[src/rtl/stream_chk_pkg.sv]
// Shared definitions for the LFSR stream checker and its matching source:
// checker states, default tap mask and the Galois LFSR step.
package stream_chk_pkg;

    typedef enum logic [1:0] {
        IDLE = 2'd0,
        RUN  = 2'd1,
        DONE = 2'd2
    } state_t;

    localparam logic [7:0] DEFAULT_TAPS8 = 8'hB8;

    // Operates on a zero-extended value so one function serves every WIDTH up to 64.
    function automatic logic [63:0] lfsrNext(input logic [63:0] value, input logic [63:0] taps);
        return (value >> 1) ^ (value[0] ? taps : 64'd0);
    endfunction

endpackage

[src/rtl/lfsr_gen.sv]
// Galois LFSR sequence generator, shared by the stream source and checker.
// load restarts the sequence at SEED and takes priority over advance.
module lfsr_gen
    import stream_chk_pkg::*;
#(
    parameter int              WIDTH = 8,
    parameter logic [WIDTH-1:0] SEED  = WIDTH'(8'h01),
    parameter logic [WIDTH-1:0] TAPS  = WIDTH'(DEFAULT_TAPS8)
) (
    input  logic             clk_i,
    input  logic             rst_ni,
    input  logic             load_i,
    input  logic             advance_i,
    output logic [WIDTH-1:0] value_o
);

    always_ff @(posedge clk_i) begin
        if (!rst_ni) begin
            value_o <= SEED;
        end else if (load_i) begin
            value_o <= SEED;
        end else if (advance_i) begin
            value_o <= WIDTH'(lfsrNext(64'(value_o), 64'(TAPS)));
        end
    end

endmodule

[config.mk]
export PLATFORM = sky130hd
export DESIGN_NAME = lfsr_gen
export DESIGN_NICKNAME = d
export VERILOG_FILES = /design/src/rtl/stream_chk_pkg.sv /design/src/rtl/lfsr_gen.sv
export SDC_FILE = /design/constraint.sdc
export NUM_CORES = 1
export LEC_CHECK = 0
export CORE_AREA = 2 2 39 41
export DETAILED_ROUTE_END_ITERATION = 10
export DIE_AREA = 0 0 41 43
export DONT_BUFFER_PORTS = 1
export SLEW_MARGIN = 5
export SYNTH_ARGS = -nofsm -noshare
export SYNTH_HDL_FRONTEND = slang
export SYNTH_SLANG_ARGS = --single-unit
[constraint.sdc]
create_clock -name clk_i -period 0.99 [get_ports clk_i]
set_input_delay 0.198 -clock clk_i [delete_from_list [all_inputs] [get_ports clk_i]]
set_output_delay 0.198 -clock clk_i [all_outputs]
set_load 0.05 [all_outputs]
==> impl_metrics.py, run 1 <==
metrics = {
    "worst_setup_path": {
        "cp.required_ps": 790,
        "setup.worst_path.start_class": "flip-flop",
        "cp_num_buf_inv": 1,
        "r2r-end": "value_o[4]$_SDFFE_PP0P_",
        "critPathSlowestCell": "dfxtp_4",
        "crit_fanout": 6,
        "crit-reg2reg-launch": "value_o[5]$_SDFFE_PP0P_",
        "arrival_ps": 790,
        "reg2regPathDepth": 3,
        "cp-end-kind": "primary output",
        "crit_chain": "buf_8",
        "worst-setup-path-type": "flip-flop to primary output",
        "slowest_delay_ps": 380,
        "critPathTopFamily": "flip-flops",
        "r2r_slack_ps": 120,
    },
    "cts": {
        "cts-htree-levels": 1,
        "hold_buffers": 0,
        "cts_tree": "yes",
        "clock_sinks": 8,
        "cts_buffers": 3,
        "clk_pin_slew_ps": 50,
        "root_buffer": "clkbuf_4",
        "clock_latency_ps": 250,
        "clock_path_buffers": 2,
    },
    "global_route": {
        "grt_busiest_layer": "met4",
        "grtUsageMet3_pct": 3.14,
        "grt_antenna_before_repair": 0,
        "met1_usage_pct": 10.7,
        "track_usage_pct": 8.96,
        "grt_use_met2_pct": 10.0,
        "grt_pass1_wl_microns": 952,
        "grt_overflow": 0,
        "grt_pass1_vias": 216,
        "grt_start_max_net_pins": 13,
    },
    "sta": {
        "fin_crit_ps": 985,
        "final_max_slew_viol_count": 0,
        "max-slew-margin-rel_pct": 87.7,
        "max_freq_mhz": 1020,
        "final-setup-viol-count": 0,
        "rsz0062_at_grt": "yes",
        "hold_violations": 0,
        "whs_ps": 28.4,
        "clock_skew_ps": 3.24,
        "fin_crit_sh_pct": 99.5,
        "worstMarginPinSlew_ps": 184,
    },
    "power_and_ir_drop": {
        "p_sw_share_pct": 25.7,
        "p_int_mw": 0.521,
        "p_seq_share_pct": 49.3,
        "power.switching_mw": 0.180,
        "pwr-share-comb_pct": 15.7,
        "irDropWorstVdd_uv": 361,
        "clkPwrFrac_pct": 35.0,
        "powerDensity_nw_per_um2": 1450,
        "p_leak_nw": 0.197,
    },
    "routing": {
        "first_iter_violations": 2,
        "viasPerCell": 4.32,
        "num_vias": 246,
        "drc": 0,
        "firstDrtPassIters": 3,
        "wl_per_cell_microns": 10.5,
        "finalWirelength_microns": 600,
        "ant_nets": 0,
    },
    "job": {
        "max-cap-violations": 0,
    },
    "logic_synthesis": {
        "yosysMostFrequentCell": "dfxtp_1",
        "syn_area_sq_um": 305,
        "synth_common_cells": "dfxtp_1, nor2_1, mux2i_1",
        "synth_ff_type": "dfxtp_1",
        "synthArstFlopShare_pct": 0,
        "yosys.area.top_type": "dfxtp_1",
        "syn_inst": 30,
        "ys_seq_area_share_pct": 52.5,
        "yosysTopAreaCellShare_pct": 52.5,
        "ys_seq_elements": 8,
        "yosys-top-cells-area": "dfxtp_1, mux2i_1, nor2_1",
        "synth-edff-count": 0,
        "synth_area_per_cell_sq_um": 10.2,
        "synthesis.nets": 34,
        "synth_cell_type_count": 10,
        "ys_warn_count": 0,
    },
    "layout": {
        "fin_nets": 47,
        "largest_reg_flops": 8,
        "reg_top3": "value_o x8",
        "antenna_cells": 0,
        "syn2layout_area_growth_pct": 58.2,
        "post_layout_nonfiller_instances": 57,
        "drive_gt1_share_pct": 51.2,
        "regMostFlops": "value_o",
    },
    "worst_hold_path": {
        "min_from": "advance_i",
        "holdCritPathClass": "input pin to flip-flop",
        "whs_endpoint": "value_o[5]$_SDFFE_PP0P_",
        "min_path_cells": 1,
    },
    "floorplanning": {
        "initial_core_util_pct": 22.1,
        "fp.coreArea_sq_um": 1380,
        "fp-row-count": 14,
        "dieHeight_microns": 43,
        "floorplan.io_pins": 12,
        "dieArea_sq_um": 1760,
        "fp.dieW_microns": 41,
    },
    "placed_design": {
        "dp.final_hpwl_microns": 408,
        "port_buffers": 0,
        "gp_congestion": 0.599,
        "dp_cells": 53,
    },
    "outcome": {
        "status": "finished clean",
    },
}
## worst max path at each step
| stage | depth (start not counted) | to | startpoint |
|---|---|---|---|
| finish | 1 | value_o[0] | value_o[0]$_SDFFE_PP1P_ |
| global route | 1 | value_o[0] | value_o[0]$_SDFFE_PP1P_ |
| CTS | 1 | value_o[0] | value_o[0]$_SDFFE_PP1P_ |
| detailed placement | 2 | value_o[0]$_SDFFE_PP1P_ | value_o[0]$_SDFFE_PP1P_ |
| global placement | 2 | value_o[0]$_SDFFE_PP1P_ | value_o[0]$_SDFFE_PP1P_ |
| floorplan | 2 | value_o[3]$_SDFFE_PP0P_ | value_o[4]$_SDFFE_PP0P_ |
## cell type report
class                      instances  area (sq um)
clock buffer                       3          22.5
timing repair buffer              10           129
tap                               16          20.0
fill                             144           901
sequential                         8           175
multi-input combinational         20           136
## power by group through the flow
stage	logic [mW]	clock network [mW]	registers, mW
detailed placement	0.0949	0	0.352
global placement	0.0946	0	0.352
CTS	0.104	0.254	0.348
finish	0.110	0.245	0.346
floorplan	0.0381	0	0.390
global route	0.117	0.279	0.347
## cells by family after synthesis
logic type	share of synthesized area, %
AO/OA/AOI/OAI	10.2
XOR/XNOR	8.61
flip-flops	52.5
AND/OR/NAND/NOR	12.7
multiplexers	13.1
buffers and inverters	2.87
## through the flow
step                utilization (%)  total power, mW  setup TNS (ps)  setup WS (ps)  area [sq um]
global route                   34.9            0.743           -33.7          -26.8           483
detailed placement             28.8            0.447               0            191           399
floorplan                         -            0.428            -107          -53.6           308
finish                         34.9            0.702               0           5.00           483
CTS                            33.2            0.705          -0.956         -0.956           459
global placement               28.8            0.447               0            198           399
## cell usage in the layout, fill, tap and decap left out, drive strengths merged
master  count
nand2b      1
nor2b       1
mux2i       4
dfxtp       8
buf        10
nor2        7
xnor2       3
clkbuf      3
a211o       1
a211oi      3
## routing by layer
metal	up-vias	share of wire [%]
li1	123	-
met1	114	44
met2	7	51
met3	2	2.7
met4	0	2.3
met5	-	0
## timing repair
item                                    in CTS  in global routing
endpoints found under the setup margin       8                  6
resized for setup                           13                  6
gates cloned                                 0                  0
buffers inserted                             0                  1
No activity file was read; power rests on OpenSTA's default activity.
==> inputs of run 2 (changes only) <==
CTS_CLUSTER_DIAMETER = 100   (was not set)
REMOVE_ABC_BUFFERS = 1   (was not set)
==> run 2 against run 1 <==
  * Clock skew fell by 1.9 ps
  * Largest power group unchanged
  * Wire length fell by 0.33%
  * Clock power rose by 3%
  * Critical endpoint unchanged
  * Clock-buffer cell count did not move
  * Non-clock buffer count fell by 1
  * Power rose by 0.41%
  * Sequential share of layout area rose by 0.98 points
  * Critical path type unchanged
==> impl_metrics.py, run 2 (synthesized netlist as in run 1, its figures left out) <==
metrics = {
    "worst_hold_path": {
        "min_path_cells": 1,
        "whs_endpoint": "value_o[4]$_SDFFE_PP0P_",
        "holdCritPathClass": "input pin to flip-flop",
        "min_from": "advance_i",
    },
    "global_route": {
        "grt_pass1_vias": 193,
        "grt_overflow": 0,
        "grt_start_max_net_pins": 13,
        "grt_pass1_wl_microns": 903,
        "track_usage_pct": 8.85,
        "grt_antenna_before_repair": 0,
    },
    "layout": {
        "post_layout_nonfiller_instances": 56,
        "syn2layout_area_growth_pct": 60.7,
        "reg_top3": "value_o x8",
        "fin_nets": 46,
        "largest_reg_flops": 8,
        "antenna_cells": 0,
        "post-route-cell-area_sq_um": 490,
        "regMostFlops": "value_o",
        "drive_gt1_share_pct": 50.0,
        "mostFrequentLayoutCell": "nor2_1",
        "mostFrequentLayoutCells": "nor2_1, buf_8, dfxtp_4",
    },
    "sta": {
        "hold_violations": 0,
        "worstMarginPinSlew_ps": 187,
        "fin_crit_sh_pct": 99.9,
        "rsz0062_at_grt": "yes",
        "final_max_slew_viol_count": 0,
        "fin_crit_ps": 989,
        "max_freq_mhz": 1010,
        "final-setup-viol-count": 0,
        "clock_skew_ps": 1.36,
        "max-slew-margin-rel_pct": 87.5,
        "timing.setup.tns_ps": 0,
    },
    "worst_setup_path": {
        "r2r_slack_ps": 170,
        "r2r-end": "value_o[0]$_SDFFE_PP1P_",
        "reg2regPathDepth": 2,
        "arrival_ps": 790,
        "crit-reg2reg-launch": "value_o[0]$_SDFFE_PP1P_",
        "crit_fanout": 6,
        "slowest_delay_ps": 390,
        "critPathSlowestCell": "dfxtp_4",
        "setup.worst_path.start_class": "flip-flop",
        "critPathTopFamily": "flip-flops",
        "cp-end-kind": "primary output",
        "cp.required_ps": 790,
        "cp_num_buf_inv": 1,
        "crit_chain": "buf_8",
        "worst-setup-path-type": "flip-flop to primary output",
    },
    "placed_design": {
        "gp_congestion": 0.645,
        "dp.final_hpwl_microns": 405,
        "dp_cells": 53,
        "port_buffers": 0,
        "placed_cell_area_sq_um": 397,
    },
    "routing": {
        "first_iter_violations": 1,
        "viasPerCell": 4.21,
        "wl_per_cell_microns": 10.7,
        "firstDrtPassIters": 2,
        "num_vias": 236,
        "finalWirelength_microns": 598,
        "ant_nets": 0,
        "drc": 0,
    },
    "floorplanning": {
        "dieHeight_microns": 43,
        "initial_core_util_pct": 22.1,
        "fp-row-count": 14,
        "fp.coreArea_sq_um": 1380,
        "fp.dieW_microns": 41,
        "floorplan.io_pins": 12,
        "dieArea_sq_um": 1760,
    },
    "cts": {
        "ctsResizeCount": 16,
        "hold_buffers": 0,
        "clock_sinks": 8,
        "clock_path_buffers": 2,
        "clk_pin_slew_ps": 60,
        "cts_tree": "yes",
        "root_buffer": "clkbuf_4",
        "post-cts-setup-buffers": 0,
        "cts_buffers": 3,
        "cts-htree-levels": 1,
        "clock_latency_ps": 250,
    },
    "power_and_ir_drop": {
        "powerDensity_nw_per_um2": 1440,
        "p_leak_nw": 0.195,
        "irDropWorstVdd_uv": 595,
    },
    "job": {
        "max-cap-violations": 0,
    },
    "outcome": {
        "status": "finished clean",
    },
}
## run 2: cell types whose count changed in the layout (fill, tap and decap cells not counted)
cell	before	now
buf_8	4	6
buf_6	3	1
dfxtp_4	2	5
buf_4	2	1
dfxtp_2	6	3
## run 2: final cells by class
class | count | area [sq um]
clock buffer | 3 | 22.5
fill | 144 | 893
multi-input combinational | 20 | 136
sequential | 8 | 183
tap | 16 | 20.0
timing repair buffer | 9 | 129
## run 2: how the worst max path moves through the flow
stage / startpoint / to / slack (ps) / depth (start not counted)
after floorplan: value_o[0]$_SDFFE_PP1P_ / value_o[3]$_SDFFE_PP0P_ / -160 / 2
after global placement: value_o[0]$_SDFFE_PP1P_ / value_o[0] / 130 / 1
after detailed placement: value_o[0]$_SDFFE_PP1P_ / value_o[0] / 120 / 1
after CTS: value_o[0]$_SDFFE_PP1P_ / value_o[0] / -10 / 1
after global routing: value_o[0]$_SDFFE_PP1P_ / value_o[0] / -20 / 1
final: value_o[0]$_SDFFE_PP1P_ / value_o[0] / 0.7 / 1
## run 2: power by group
group | internal, mW | switching (mW)
clock | 0.139 | 0.114
combinational | 0.0516 | 0.0581
sequential | 0.327 | 0.0153
total | 0.517 | 0.187
## run 2: stage by stage
| stage | util [%] | hold slack [ps] | worst slack, ps | total power [mW] |
|---|---|---|---|---|
| finish | 35.4 | 23.2 | 0.657 | 0.704 |
| global route | 35.4 | 3.17 | -20.2 | 0.747 |
| CTS | 33.3 | 15.2 | -10.4 | 0.716 |
| detailed placement | 28.7 | 295 | 118 | 0.447 |
| global placement | 28.7 | 295 | 130 | 0.446 |
| floorplan | - | 294 | -157 | 0.420 |
## run 2: per-layer routing
layer | track usage [%] | vias to the layer above | part of all wire, %
li1 | - | 121 | -
met1 | 11.0 | 107 | 45
met2 | 9.38 | 6 | 47
met3 | 4.71 | 2 | 6.4
met4 | 10.0 | 0 | 1.7
met5 | 0 | - | 0
